**src/rtl/regfile_wb_sink_if.sv**
```systemverilog
// Writeback / decode bundle for regfile_wb_sink.
// The master side (writeback + decode) drives writes, read addresses and
// issue notifications; the slave side (register file) returns read data,
// the hazard flag and the issue-full back-pressure.
`ifndef SIZE_DATA
`define SIZE_DATA 32
`endif
`ifndef SIZE_TGT_GP
`define SIZE_TGT_GP 4
`endif
`ifndef SIZE_TGT_SR
`define SIZE_TGT_SR 2
`endif

interface regfile_wb_sink_if;
    logic [`SIZE_TGT_GP-1:0] iw_gp_write_addr;
    logic [`SIZE_DATA-1:0]   iw_gp_write_data;
    logic                    iw_gp_write_enable;
    logic [`SIZE_TGT_SR-1:0] iw_sr_write_addr;
    logic [`SIZE_DATA-1:0]   iw_sr_write_data;
    logic                    iw_sr_write_enable;
    logic [`SIZE_TGT_GP-1:0] iw_rd_a_addr;
    logic [`SIZE_TGT_GP-1:0] iw_rd_b_addr;
    logic [`SIZE_TGT_SR-1:0] iw_rd_sr_addr;
    logic [`SIZE_DATA-1:0]   ow_rd_a_data;
    logic [`SIZE_DATA-1:0]   ow_rd_b_data;
    logic [`SIZE_DATA-1:0]   ow_rd_sr_data;
    logic                    iw_issue_gp_valid;
    logic [`SIZE_TGT_GP-1:0] iw_issue_gp_tgt;
    logic                    iw_issue_sr_valid;
    logic [`SIZE_TGT_SR-1:0] iw_issue_sr_tgt;
    logic                    ow_hazard;
    logic                    ow_issue_full;

    modport master (
        output iw_gp_write_addr, iw_gp_write_data, iw_gp_write_enable,
        output iw_sr_write_addr, iw_sr_write_data, iw_sr_write_enable,
        output iw_rd_a_addr, iw_rd_b_addr, iw_rd_sr_addr,
        output iw_issue_gp_valid, iw_issue_gp_tgt,
        output iw_issue_sr_valid, iw_issue_sr_tgt,
        input  ow_rd_a_data, ow_rd_b_data, ow_rd_sr_data,
        input  ow_hazard, ow_issue_full
    );

    modport slave (
        input  iw_gp_write_addr, iw_gp_write_data, iw_gp_write_enable,
        input  iw_sr_write_addr, iw_sr_write_data, iw_sr_write_enable,
        input  iw_rd_a_addr, iw_rd_b_addr, iw_rd_sr_addr,
        input  iw_issue_gp_valid, iw_issue_gp_tgt,
        input  iw_issue_sr_valid, iw_issue_sr_tgt,
        output ow_rd_a_data, ow_rd_b_data, ow_rd_sr_data,
        output ow_hazard, ow_issue_full
    );
endinterface

```
**src/rtl/regfile_wb_sink.sv**
```systemverilog
// Architectural GP/SR register file sitting at the writeback write ports.
// Registered read ports with same-cycle write bypass, plus a per-register
// saturating count of in-flight writes used by decode for RAW stalls.
`ifndef SIZE_DATA
`define SIZE_DATA 32
`endif
`ifndef SIZE_TGT_GP
`define SIZE_TGT_GP 4
`endif
`ifndef SIZE_TGT_SR
`define SIZE_TGT_SR 2
`endif

module regfile_wb_sink #(
    parameter int N_GP         = 16,
    parameter int N_SR         = 4,
    parameter int MAX_INFLIGHT = 3
) (
    input  logic               iw_clk,
    input  logic               iw_rst,
    regfile_wb_sink_if.slave   wb
);
    localparam int GP_AW = `SIZE_TGT_GP;
    localparam int SR_AW = `SIZE_TGT_SR;
    localparam int DW    = `SIZE_DATA;
    localparam logic [1:0] CNT_MAX = 2'(MAX_INFLIGHT);

    logic [DW-1:0] gp_mem_reg [N_GP];
    logic [DW-1:0] sr_mem_reg [N_SR];

    logic [DW-1:0] rd_a_data_reg;
    logic [DW-1:0] rd_b_data_reg;
    logic [DW-1:0] rd_sr_data_reg;

    logic [N_GP-1:0][1:0] gp_cnt_reg;
    logic [N_GP-1:0][1:0] gp_cnt_next;
    logic [N_SR-1:0][1:0] sr_cnt_reg;
    logic [N_SR-1:0][1:0] sr_cnt_next;

    // A pending count still blocks unless the only outstanding write lands now.
    function automatic logic pending(input logic [1:0] cnt, input logic credit);
        return cnt > {1'b0, credit};
    endfunction

    // Next-count for each GP register: +1 on issue (saturating), -1 on write
    // (floored at 0); an issue and a write on the same register cancel.
    for (genvar gi = 0; gi < N_GP; gi++) begin : g_gp_cnt
        logic       inc;
        logic       dec;
        logic [1:0] cnt_nxt;
        assign inc = wb.iw_issue_gp_valid  && (wb.iw_issue_gp_tgt  == GP_AW'(gi));
        assign dec = wb.iw_gp_write_enable && (wb.iw_gp_write_addr == GP_AW'(gi));
        // Counter update rule for this register.
        always_comb begin
            cnt_nxt = gp_cnt_reg[gi];
            if (inc && !dec) begin
                if (gp_cnt_reg[gi] != CNT_MAX) cnt_nxt = gp_cnt_reg[gi] + 2'd1;
            end else if (dec && !inc) begin
                if (gp_cnt_reg[gi] != 2'd0) cnt_nxt = gp_cnt_reg[gi] - 2'd1;
            end
        end
        assign gp_cnt_next[gi] = cnt_nxt;
    end

    // Same counter rule for the SR bank.
    for (genvar gi = 0; gi < N_SR; gi++) begin : g_sr_cnt
        logic       inc;
        logic       dec;
        logic [1:0] cnt_nxt;
        assign inc = wb.iw_issue_sr_valid  && (wb.iw_issue_sr_tgt  == SR_AW'(gi));
        assign dec = wb.iw_sr_write_enable && (wb.iw_sr_write_addr == SR_AW'(gi));
        // Counter update rule for this register.
        always_comb begin
            cnt_nxt = sr_cnt_reg[gi];
            if (inc && !dec) begin
                if (sr_cnt_reg[gi] != CNT_MAX) cnt_nxt = sr_cnt_reg[gi] + 2'd1;
            end else if (dec && !inc) begin
                if (sr_cnt_reg[gi] != 2'd0) cnt_nxt = sr_cnt_reg[gi] - 2'd1;
            end
        end
        assign sr_cnt_next[gi] = cnt_nxt;
    end

    // Scoreboard counters; reset drops every in-flight write.
    always_ff @(posedge iw_clk or posedge iw_rst) begin
        if (iw_rst) begin
            gp_cnt_reg <= '0;
            sr_cnt_reg <= '0;
        end else begin
            gp_cnt_reg <= gp_cnt_next;
            sr_cnt_reg <= sr_cnt_next;
        end
    end

    // Register banks: independent GP and SR write ports.
    always_ff @(posedge iw_clk or posedge iw_rst) begin
        if (iw_rst) begin
            for (int i = 0; i < N_GP; i++) gp_mem_reg[i] <= '0;
            for (int i = 0; i < N_SR; i++) sr_mem_reg[i] <= '0;
        end else begin
            if (wb.iw_gp_write_enable) gp_mem_reg[wb.iw_gp_write_addr] <= wb.iw_gp_write_data;
            if (wb.iw_sr_write_enable) sr_mem_reg[wb.iw_sr_write_addr] <= wb.iw_sr_write_data;
        end
    end

    // Registered read ports; a write landing on the read address wins over the array.
    always_ff @(posedge iw_clk or posedge iw_rst) begin
        if (iw_rst) begin
            rd_a_data_reg  <= '0;
            rd_b_data_reg  <= '0;
            rd_sr_data_reg <= '0;
        end else begin
            rd_a_data_reg <= (wb.iw_gp_write_enable && wb.iw_gp_write_addr == wb.iw_rd_a_addr)
                           ? wb.iw_gp_write_data : gp_mem_reg[wb.iw_rd_a_addr];
            rd_b_data_reg <= (wb.iw_gp_write_enable && wb.iw_gp_write_addr == wb.iw_rd_b_addr)
                           ? wb.iw_gp_write_data : gp_mem_reg[wb.iw_rd_b_addr];
            rd_sr_data_reg <= (wb.iw_sr_write_enable && wb.iw_sr_write_addr == wb.iw_rd_sr_addr)
                            ? wb.iw_sr_write_data : sr_mem_reg[wb.iw_rd_sr_addr];
        end
    end

    assign wb.ow_rd_a_data  = rd_a_data_reg;
    assign wb.ow_rd_b_data  = rd_b_data_reg;
    assign wb.ow_rd_sr_data = rd_sr_data_reg;

    assign wb.ow_hazard =
          pending(gp_cnt_reg[wb.iw_rd_a_addr],
                  wb.iw_gp_write_enable && wb.iw_gp_write_addr == wb.iw_rd_a_addr)
        | pending(gp_cnt_reg[wb.iw_rd_b_addr],
                  wb.iw_gp_write_enable && wb.iw_gp_write_addr == wb.iw_rd_b_addr)
        | pending(sr_cnt_reg[wb.iw_rd_sr_addr],
                  wb.iw_sr_write_enable && wb.iw_sr_write_addr == wb.iw_rd_sr_addr);

    assign wb.ow_issue_full =
          (wb.iw_issue_gp_valid && gp_cnt_reg[wb.iw_issue_gp_tgt] == CNT_MAX &&
           !(wb.iw_gp_write_enable && wb.iw_gp_write_addr == wb.iw_issue_gp_tgt))
        | (wb.iw_issue_sr_valid && sr_cnt_reg[wb.iw_issue_sr_tgt] == CNT_MAX &&
           !(wb.iw_sr_write_enable && wb.iw_sr_write_addr == wb.iw_issue_sr_tgt));
endmodule
```
**src/flat_wrapper.sv**
```systemverilog
// flat-port wrapper written by rule: the top's interface ports become plain ports
module regfile_wb_sink_flat 
#(
    parameter int N_GP         = 16,
    parameter int N_SR         = 4,
    parameter int MAX_INFLIGHT = 3
)
  (iw_clk, iw_rst, wb_iw_gp_write_addr, wb_iw_gp_write_data, wb_iw_gp_write_enable, wb_iw_sr_write_addr, wb_iw_sr_write_data, wb_iw_sr_write_enable, wb_iw_rd_a_addr, wb_iw_rd_b_addr, wb_iw_rd_sr_addr, wb_iw_issue_gp_valid, wb_iw_issue_gp_tgt, wb_iw_issue_sr_valid, wb_iw_issue_sr_tgt, wb_ow_rd_a_data, wb_ow_rd_b_data, wb_ow_rd_sr_data, wb_ow_hazard, wb_ow_issue_full);
  regfile_wb_sink_if wb_i ();
  input  logic iw_clk;
  input  logic iw_rst;
  input wire logic [$bits(wb_i.iw_gp_write_addr)-1:0] wb_iw_gp_write_addr;
  input wire logic [$bits(wb_i.iw_gp_write_data)-1:0] wb_iw_gp_write_data;
  input wire logic [$bits(wb_i.iw_gp_write_enable)-1:0] wb_iw_gp_write_enable;
  input wire logic [$bits(wb_i.iw_sr_write_addr)-1:0] wb_iw_sr_write_addr;
  input wire logic [$bits(wb_i.iw_sr_write_data)-1:0] wb_iw_sr_write_data;
  input wire logic [$bits(wb_i.iw_sr_write_enable)-1:0] wb_iw_sr_write_enable;
  input wire logic [$bits(wb_i.iw_rd_a_addr)-1:0] wb_iw_rd_a_addr;
  input wire logic [$bits(wb_i.iw_rd_b_addr)-1:0] wb_iw_rd_b_addr;
  input wire logic [$bits(wb_i.iw_rd_sr_addr)-1:0] wb_iw_rd_sr_addr;
  input wire logic [$bits(wb_i.iw_issue_gp_valid)-1:0] wb_iw_issue_gp_valid;
  input wire logic [$bits(wb_i.iw_issue_gp_tgt)-1:0] wb_iw_issue_gp_tgt;
  input wire logic [$bits(wb_i.iw_issue_sr_valid)-1:0] wb_iw_issue_sr_valid;
  input wire logic [$bits(wb_i.iw_issue_sr_tgt)-1:0] wb_iw_issue_sr_tgt;
  output wire logic [$bits(wb_i.ow_rd_a_data)-1:0] wb_ow_rd_a_data;
  output wire logic [$bits(wb_i.ow_rd_b_data)-1:0] wb_ow_rd_b_data;
  output wire logic [$bits(wb_i.ow_rd_sr_data)-1:0] wb_ow_rd_sr_data;
  output wire logic [$bits(wb_i.ow_hazard)-1:0] wb_ow_hazard;
  output wire logic [$bits(wb_i.ow_issue_full)-1:0] wb_ow_issue_full;
  assign wb_i.iw_gp_write_addr = wb_iw_gp_write_addr;
  assign wb_i.iw_gp_write_data = wb_iw_gp_write_data;
  assign wb_i.iw_gp_write_enable = wb_iw_gp_write_enable;
  assign wb_i.iw_sr_write_addr = wb_iw_sr_write_addr;
  assign wb_i.iw_sr_write_data = wb_iw_sr_write_data;
  assign wb_i.iw_sr_write_enable = wb_iw_sr_write_enable;
  assign wb_i.iw_rd_a_addr = wb_iw_rd_a_addr;
  assign wb_i.iw_rd_b_addr = wb_iw_rd_b_addr;
  assign wb_i.iw_rd_sr_addr = wb_iw_rd_sr_addr;
  assign wb_i.iw_issue_gp_valid = wb_iw_issue_gp_valid;
  assign wb_i.iw_issue_gp_tgt = wb_iw_issue_gp_tgt;
  assign wb_i.iw_issue_sr_valid = wb_iw_issue_sr_valid;
  assign wb_i.iw_issue_sr_tgt = wb_iw_issue_sr_tgt;
  assign wb_ow_rd_a_data = wb_i.ow_rd_a_data;
  assign wb_ow_rd_b_data = wb_i.ow_rd_b_data;
  assign wb_ow_rd_sr_data = wb_i.ow_rd_sr_data;
  assign wb_ow_hazard = wb_i.ow_hazard;
  assign wb_ow_issue_full = wb_i.ow_issue_full;
  regfile_wb_sink #(.N_GP(N_GP), .N_SR(N_SR), .MAX_INFLIGHT(MAX_INFLIGHT)) u_core (.iw_clk(iw_clk), .iw_rst(iw_rst), .wb(wb_i));
endmodule
```
**config.mk**
```make
export PLATFORM = sky130hd
export DESIGN_NAME = regfile_wb_sink_flat
export DESIGN_NICKNAME = d
export VERILOG_FILES = /design/src/rtl/regfile_wb_sink_if.sv /design/src/rtl/regfile_wb_sink.sv /design/src/flat_wrapper.sv
export SDC_FILE = /design/constraint.sdc
export NUM_CORES = 2
export LEC_CHECK = 0
export CAP_MARGIN = 20
export CORE_MARGIN = 2
export CORE_UTILIZATION = 40
export DETAILED_ROUTE_END_ITERATION = 10
export PLACE_DENSITY = 0.62
export SLEW_MARGIN = 10
export SYNTH_ARGS = -nofsm -noshare
export SYNTH_HDL_FRONTEND = slang
export SYNTH_SLANG_ARGS = --single-unit
```
**constraint.sdc**
```tcl
create_clock -name iw_clk -period 38.2 [get_ports iw_clk]
set_input_delay 9.55 -clock iw_clk [delete_from_list [all_inputs] [get_ports iw_clk]]
set_output_delay 9.55 -clock iw_clk [all_outputs]
set_load 0.05 [all_outputs]
```
# Word level (Yosys, flattened, before mapping)
# Cells that the tools add are included.
# W data, S select, Z words.
[classes] addsub=40 n_lt_le_gt_ge=15 eq_ne=83 n_mux=108 bitwise_logic=8 reduce_logical=217
[op_table] cell="$bwmux W512" count=1
[op_table] cell="$mux W32" count=11
[op_table] cell="$bmux W32 S4" count=2
[op_table] cell="$mux W2" count=85
[op_table] cell="$bwmux W128" count=1
[op_table] cell="$demux W32 S4" count=1
[op_table] cell="$reduce_bool A2 Y1" count=60
[op_table] cell="$logic_and A1 B1 Y1" count=91
[op_table] cell="$ne A2 B2 Y1 const B" count=40
[op_table] cell="$bmux W32 S2" count=1
[op_table] cell="$demux W32 S2" count=1
[op_table] cell="$eq A4 B4 Y1 const B" count=16
[op_table] cell="$reduce_and A3 Y1" count=20
[op_table] cell="$logic_not A1 Y1" count=42
[op_table] cell="$add A2 B1 Y2 const B" count=20
[op_table] cell="$sub A2 B1 Y2 const B" count=20
[op_table] cell="$eq A4 B3 Y1 const B" count=8
[op_table] cell="$bmux W2 S4" count=3
[op_table] cell="$eq A4 B2 Y1 const B" count=4
[op_table] cell="$ge A5 B5 Y1 const B" count=3
[op_table] cell="$lt A4 B5 Y1 const B" count=3
[op_table] cell="$not A4 Y5" count=3
[op_table] cell="$eq A2 B2 Y1 const B" count=6
[op_table] cell="$eq A4 B4 Y1" count=3
[op_table] cell="13 further kinds" count=26
[word_totals] regBits=776 in_bits=92 output_inout_bits=98

# Depth between registers and ports, before layout
[depth] depth_word=6 ltp_mapped=10 mapped_depth_nobuf=7

# Least setup slack after synthesis
# No wires, ideal clock.
[synth_timing] kind="input-to-output" from="input wb_iw_rd_b_addr[1]" to="output wb_ow_hazard" arrival_time_ns=12.218 required_ns=28.650 path_slack_ns=16.432 cell_stages=10 cell_sequence="buf_2 > buf_2 > clkbuf_1 > mux4_2 > mux4_2 > inv_1 > ha_1 > o22a_1 > o21ai_0 > or4_1"
[synth_between] elab_chain_len=5 word_cells_on_any_way=7
[synth_rtl] element="from (decl)" line="flat_wrapper.sv:19" rtl="input wire logic [$bits(wb_i.iw_rd_b_addr)-1:0] wb_iw_rd_b_addr;"
[synth_rtl] element="$bmux W2 S4 / $eq A4 B4 Y1 (equally long branches)" line="regfile_wb_sink.sv:129, regfile_wb_sink.sv:130"
[synth_rtl] element="$mux W2 (not written as such) / $logic_and A1 B1 Y1 (equally long branches)" line="regfile_wb_sink.sv:129, regfile_wb_sink.sv:130"
[synth_rtl] element="$gt A2 B1 Y1 (*)" line="regfile_wb_sink.sv:42" rtl="return cnt > {1'b0, credit};"
[synth_rtl] element="$or A1 B1 Y1 (*)" line="regfile_wb_sink.sv:129" rtl="| pending(gp_cnt_reg[wb.iw_rd_b_addr],"
[synth_rtl] element="$or A1 B1 Y1 (*)" line="regfile_wb_sink.sv:131" rtl="| pending(sr_cnt_reg[wb.iw_rd_sr_addr],"
[synth_rtl] element="to (decl)" line="flat_wrapper.sv:28" rtl="output wire logic [$bits(wb_i.ow_hazard)-1:0] wb_ow_hazard;"
# Mark *: on every way between the ends. The rest lies on a longest branch, timed or not. The select of a mux whose other input is x is not followed.

# Worst setup path in the final report
# Same ends and word-level chain as after synthesis.

==> impl_metrics.py <==
metrics = {
    "place": {
        "dp_hpwl_um": 60600,
        "port_buffers": 189,
        "place_congestion": 0.877,
    },
    "global_route": {
        "grt-ovfl-total": 0,
        "grt_pass1_vias": 25400,
        "grt_use_total_pct": 21.9,
        "grt_pass1_wl_um": 163000,
        "antenna_found_initial": 16,
        "grt_max_degree": 176,
    },
    "min_path": {
        "min_from": "u_core.sr_mem_reg[119]",
        "hp-class": "reg2reg",
        "hold_end": "u_core.sr_mem_reg[119]",
        "hold_depth": 1,
    },
    "timing": {
        "setup_viol": 0,
        "tightest_slew_ps": 1100,
        "clock.fmax_mhz": 43.9,
        "relSlewSlack_pct": 26.5,
        "finalCriticalPeriod_ps": 22780,
        "hold_violations": 0,
        "clock-skew-final_ps": 42.8,
        "maxSlewViolCount": 0,
        "tns_ps": 0,
        "fin_crit_sh_pct": 59.6,
        "rsz0062_at_grt": "no",
    },
    "run_status": {
        "run_status": "finished, final reports clean",
    },
    "worst_setup_path": {
        "worstReg2RegEnd": "u_core.wb.ow_rd_a_data[3]",
        "cp.arrival_ps": 13230,
        "cpPeakStageDelay_ps": 760,
        "path_max_fanout": 52,
        "reg2reg_depth": 3,
        "worstPathRequired_ps": 28650,
        "crit_path_frequent_cell": "mux4_2",
        "r2r_setup_slack_ps": 36340,
        "start_kind": "primary input",
        "cpMaxStageDelayCell": "clkdlybuf4s50_1",
        "crit_buf_inv": 4,
        "r2r-start": "u_core.gp_mem_reg[3]",
        "cp_cell_sequence": "buf_6, buf_4, mux4_2, mux4_2, inv_1, ha_1, o22a_1, o21ai_0, or4_1, clkdlybuf4s50_1",
        "worstSetupPathType": "in2out",
        "end_kind": "output port",
        "critPathLaunch": "wb_iw_rd_b_addr[1]",
        "critPathTopFamily": "buffers and inverters",
    },
    "die": {
        "chipWidth_um": 317,
        "ios": 190,
        "fp.dieArea_um2": 100000,
        "row_count": 114,
        "core_region_area_um2": 96900,
        "initial_utilization_pct": 40.4,
        "die_h_um": 317,
    },
    "logic_synthesis": {
        "synth_cell_types": 51,
        "syn_area_um2": 39100,
        "synth_seq_cells": 776,
        "yosysTopAreaCell": "dfrtp_1",
        "ys_top_cells_by_area": "dfrtp_1 50%, mux4_2 22%, mux2_1 19%",
        "synth-main-ff-cell": "dfrtp_1",
        "syn_inst": 2415,
        "yosys.area.top_type_share_pct": 49.7,
        "yosys_warnings": 0,
        "synth_edf_count": 0,
        "ys_seq_area_share_pct": 49.7,
        "postSynthAreaPerCell_um2": 16.2,
        "syn-num-nets": 2510,
        "ys_async_sr_fraction_pct": 100,
    },
    "drt": {
        "drtPass1Iterations": 7,
        "vias": 23300,
        "drc": 0,
        "routed_wl_um": 108000,
        "wl_per_cell_um": 27.8,
        "ant_nets": 0,
        "drt-initial-drc-count": 1591,
        "viasPerCell": 6.04,
    },
    "power_and_ir_drop": {
        "power_mw": 2.67,
        "p_sw_share_pct": 29.7,
        "p_leak_nw": 18.6,
        "p_comb_share_pct": 24.1,
        "switching_power_uw": 795,
        "p_int_mw": 1.88,
        "power_frac_clock_pct": 33.2,
        "p_seq_share_pct": 42.7,
        "p_per_area_nw_per_um2": 59.1,
        "ir_worst_vdd_mv": 0.0428,
    },
    "clock_tree": {
        "cts-root-buf": "clkbuf_16",
        "clk_pin_slew_worst_paths_ps": 50,
        "cts.path.max_buffers": 3,
        "clock_latency_ps": 670,
        "cts_tree": "yes",
        "postCtsHoldBufs": 0,
        "h-tree-depth": 3,
        "numCtsBuffers": 88,
        "cts.repair.resized": 0,
        "cts.sinks": 776,
        "cts_setup_buffers": 0,
    },
    "run": {
        "maxCapViolCount": 0,
    },
    "final_layout": {
        "area_growth_pct": 15.6,
        "layout_commonest_cell": "dfrtp_1",
        "largest_reg_flops": 512,
        "multi_input_area_um2": 18900,
        "layout-drive-gt1-share_pct": 26.2,
        "regArea_um2": 19400,
        "num-nets-final": 2604,
        "fillCellCount": 8196,
        "final_cell_mix": "776 x dfrtp_1, 655 x mux2_1, 379 x mux4_2, 180 x clkdlybuf4s50_1, 88 x clkbuf_16",
    },
}
[per-stage QoR]
step / instances / setup slack [ps] / hold slack, ps / util (%) / area, µm²
after floorplan: 2415 / 6870 / 453 / - / 39100
after global placement: 3694 / 15360 / 462 / 43.5 / 42100
after detailed placement: 3694 / 15350 / 470 / 43.5 / 42100
after CTS: 3859 / 15360 / 487 / 46.7 / 45200
after global routing: 3863 / 15290 / 495 / 46.7 / 45200
final: 3865 / 15420 / 480 / 46.7 / 45200
[layout make-up]
| cell class | count | share of cell area (%) |
|---|---|---|
| antenna | 5 | 0.0277 |
| clock inverter | 40 | 1.11 |
| inverter | 7 | 0.0747 |
| tap | 1276 | 3.53 |
| multi-input combinational | 1415 | 41.8 |
| clock buffer | 125 | 5.71 |
| sequential | 776 | 42.9 |
| timing repair buffer | 221 | 4.85 |
[Yosys cell counts, drive strengths merged (2+ instances only)]
cell type,count
nand3b,6
ha,3
o21ba,2
and3b,5
xnor2,7
nand2b,6
nor2b,6
or2,3
a2111o,2
dfrtp,776
a211oi,5
o21ai,12
and2,4
a21oi,29
a2111oi,3
or3b,3
buf,102
mux4,382
nand3,11
nor3b,2
inv,7
o31a,8
nor3,2
o211ai,18
nor4,10
xor2,9
o2111ai,13
mux2,736
and3,6
a22oi,5
clkbuf,115
a31oi,8
o22ai,11
nand2,47
mux2i,6
nor2,40
[layer usage]
layer  vias to the layer above  wire (µm)  GRT usage (%)
met5                         -        128              0
met4                        22       4410           8.82
met3                       268       6570           4.59
met2                       802      52900           36.2
met1                     12700      43600           28.1
li1                       9606          -              -
[worst max path at each step]
stage	end	slack, ps	depth (start not counted)
after floorplan	u_core.gp_cnt_reg[0]	6870	1
after global placement	wb_ow_hazard	15360	11
after detailed placement	wb_ow_hazard	15350	9
after CTS	wb_ow_hazard	15360	9
after global routing	wb_ow_hazard	15290	9
final	wb_ow_hazard	15420	10
[logic make-up (layout without fill, tap and decap cells)]
| family | after synthesis | count (layout) | share of synthesized area (%) |
|---|---|---|---|
| other | 0 | 5 | 0 |
| xor gates and xnor gates | 16 | 16 | 0.358 |
| buffers and inverters | 224 | 393 | 2.45 |
| muxes | 1124 | 1124 | 43.4 |
| AOI/OAI and AO/OA | 119 | 119 | 2.09 |
| adders and majority gates | 3 | 3 | 0.0960 |
| DFF | 776 | 776 | 49.7 |
| and+or+nand+nor | 153 | 153 | 1.97 |
[power by group through the flow]
stage	registers (mW)	clock network, mW	logic [mW]
floorplan	1.22	0	0.369
global placement	1.13	0	0.635
detailed placement	1.15	0	0.649
CTS	1.14	0.911	0.653
global route	1.16	0.945	0.685
finish	1.14	0.889	0.645
Power figures use the tool's default switching activity.
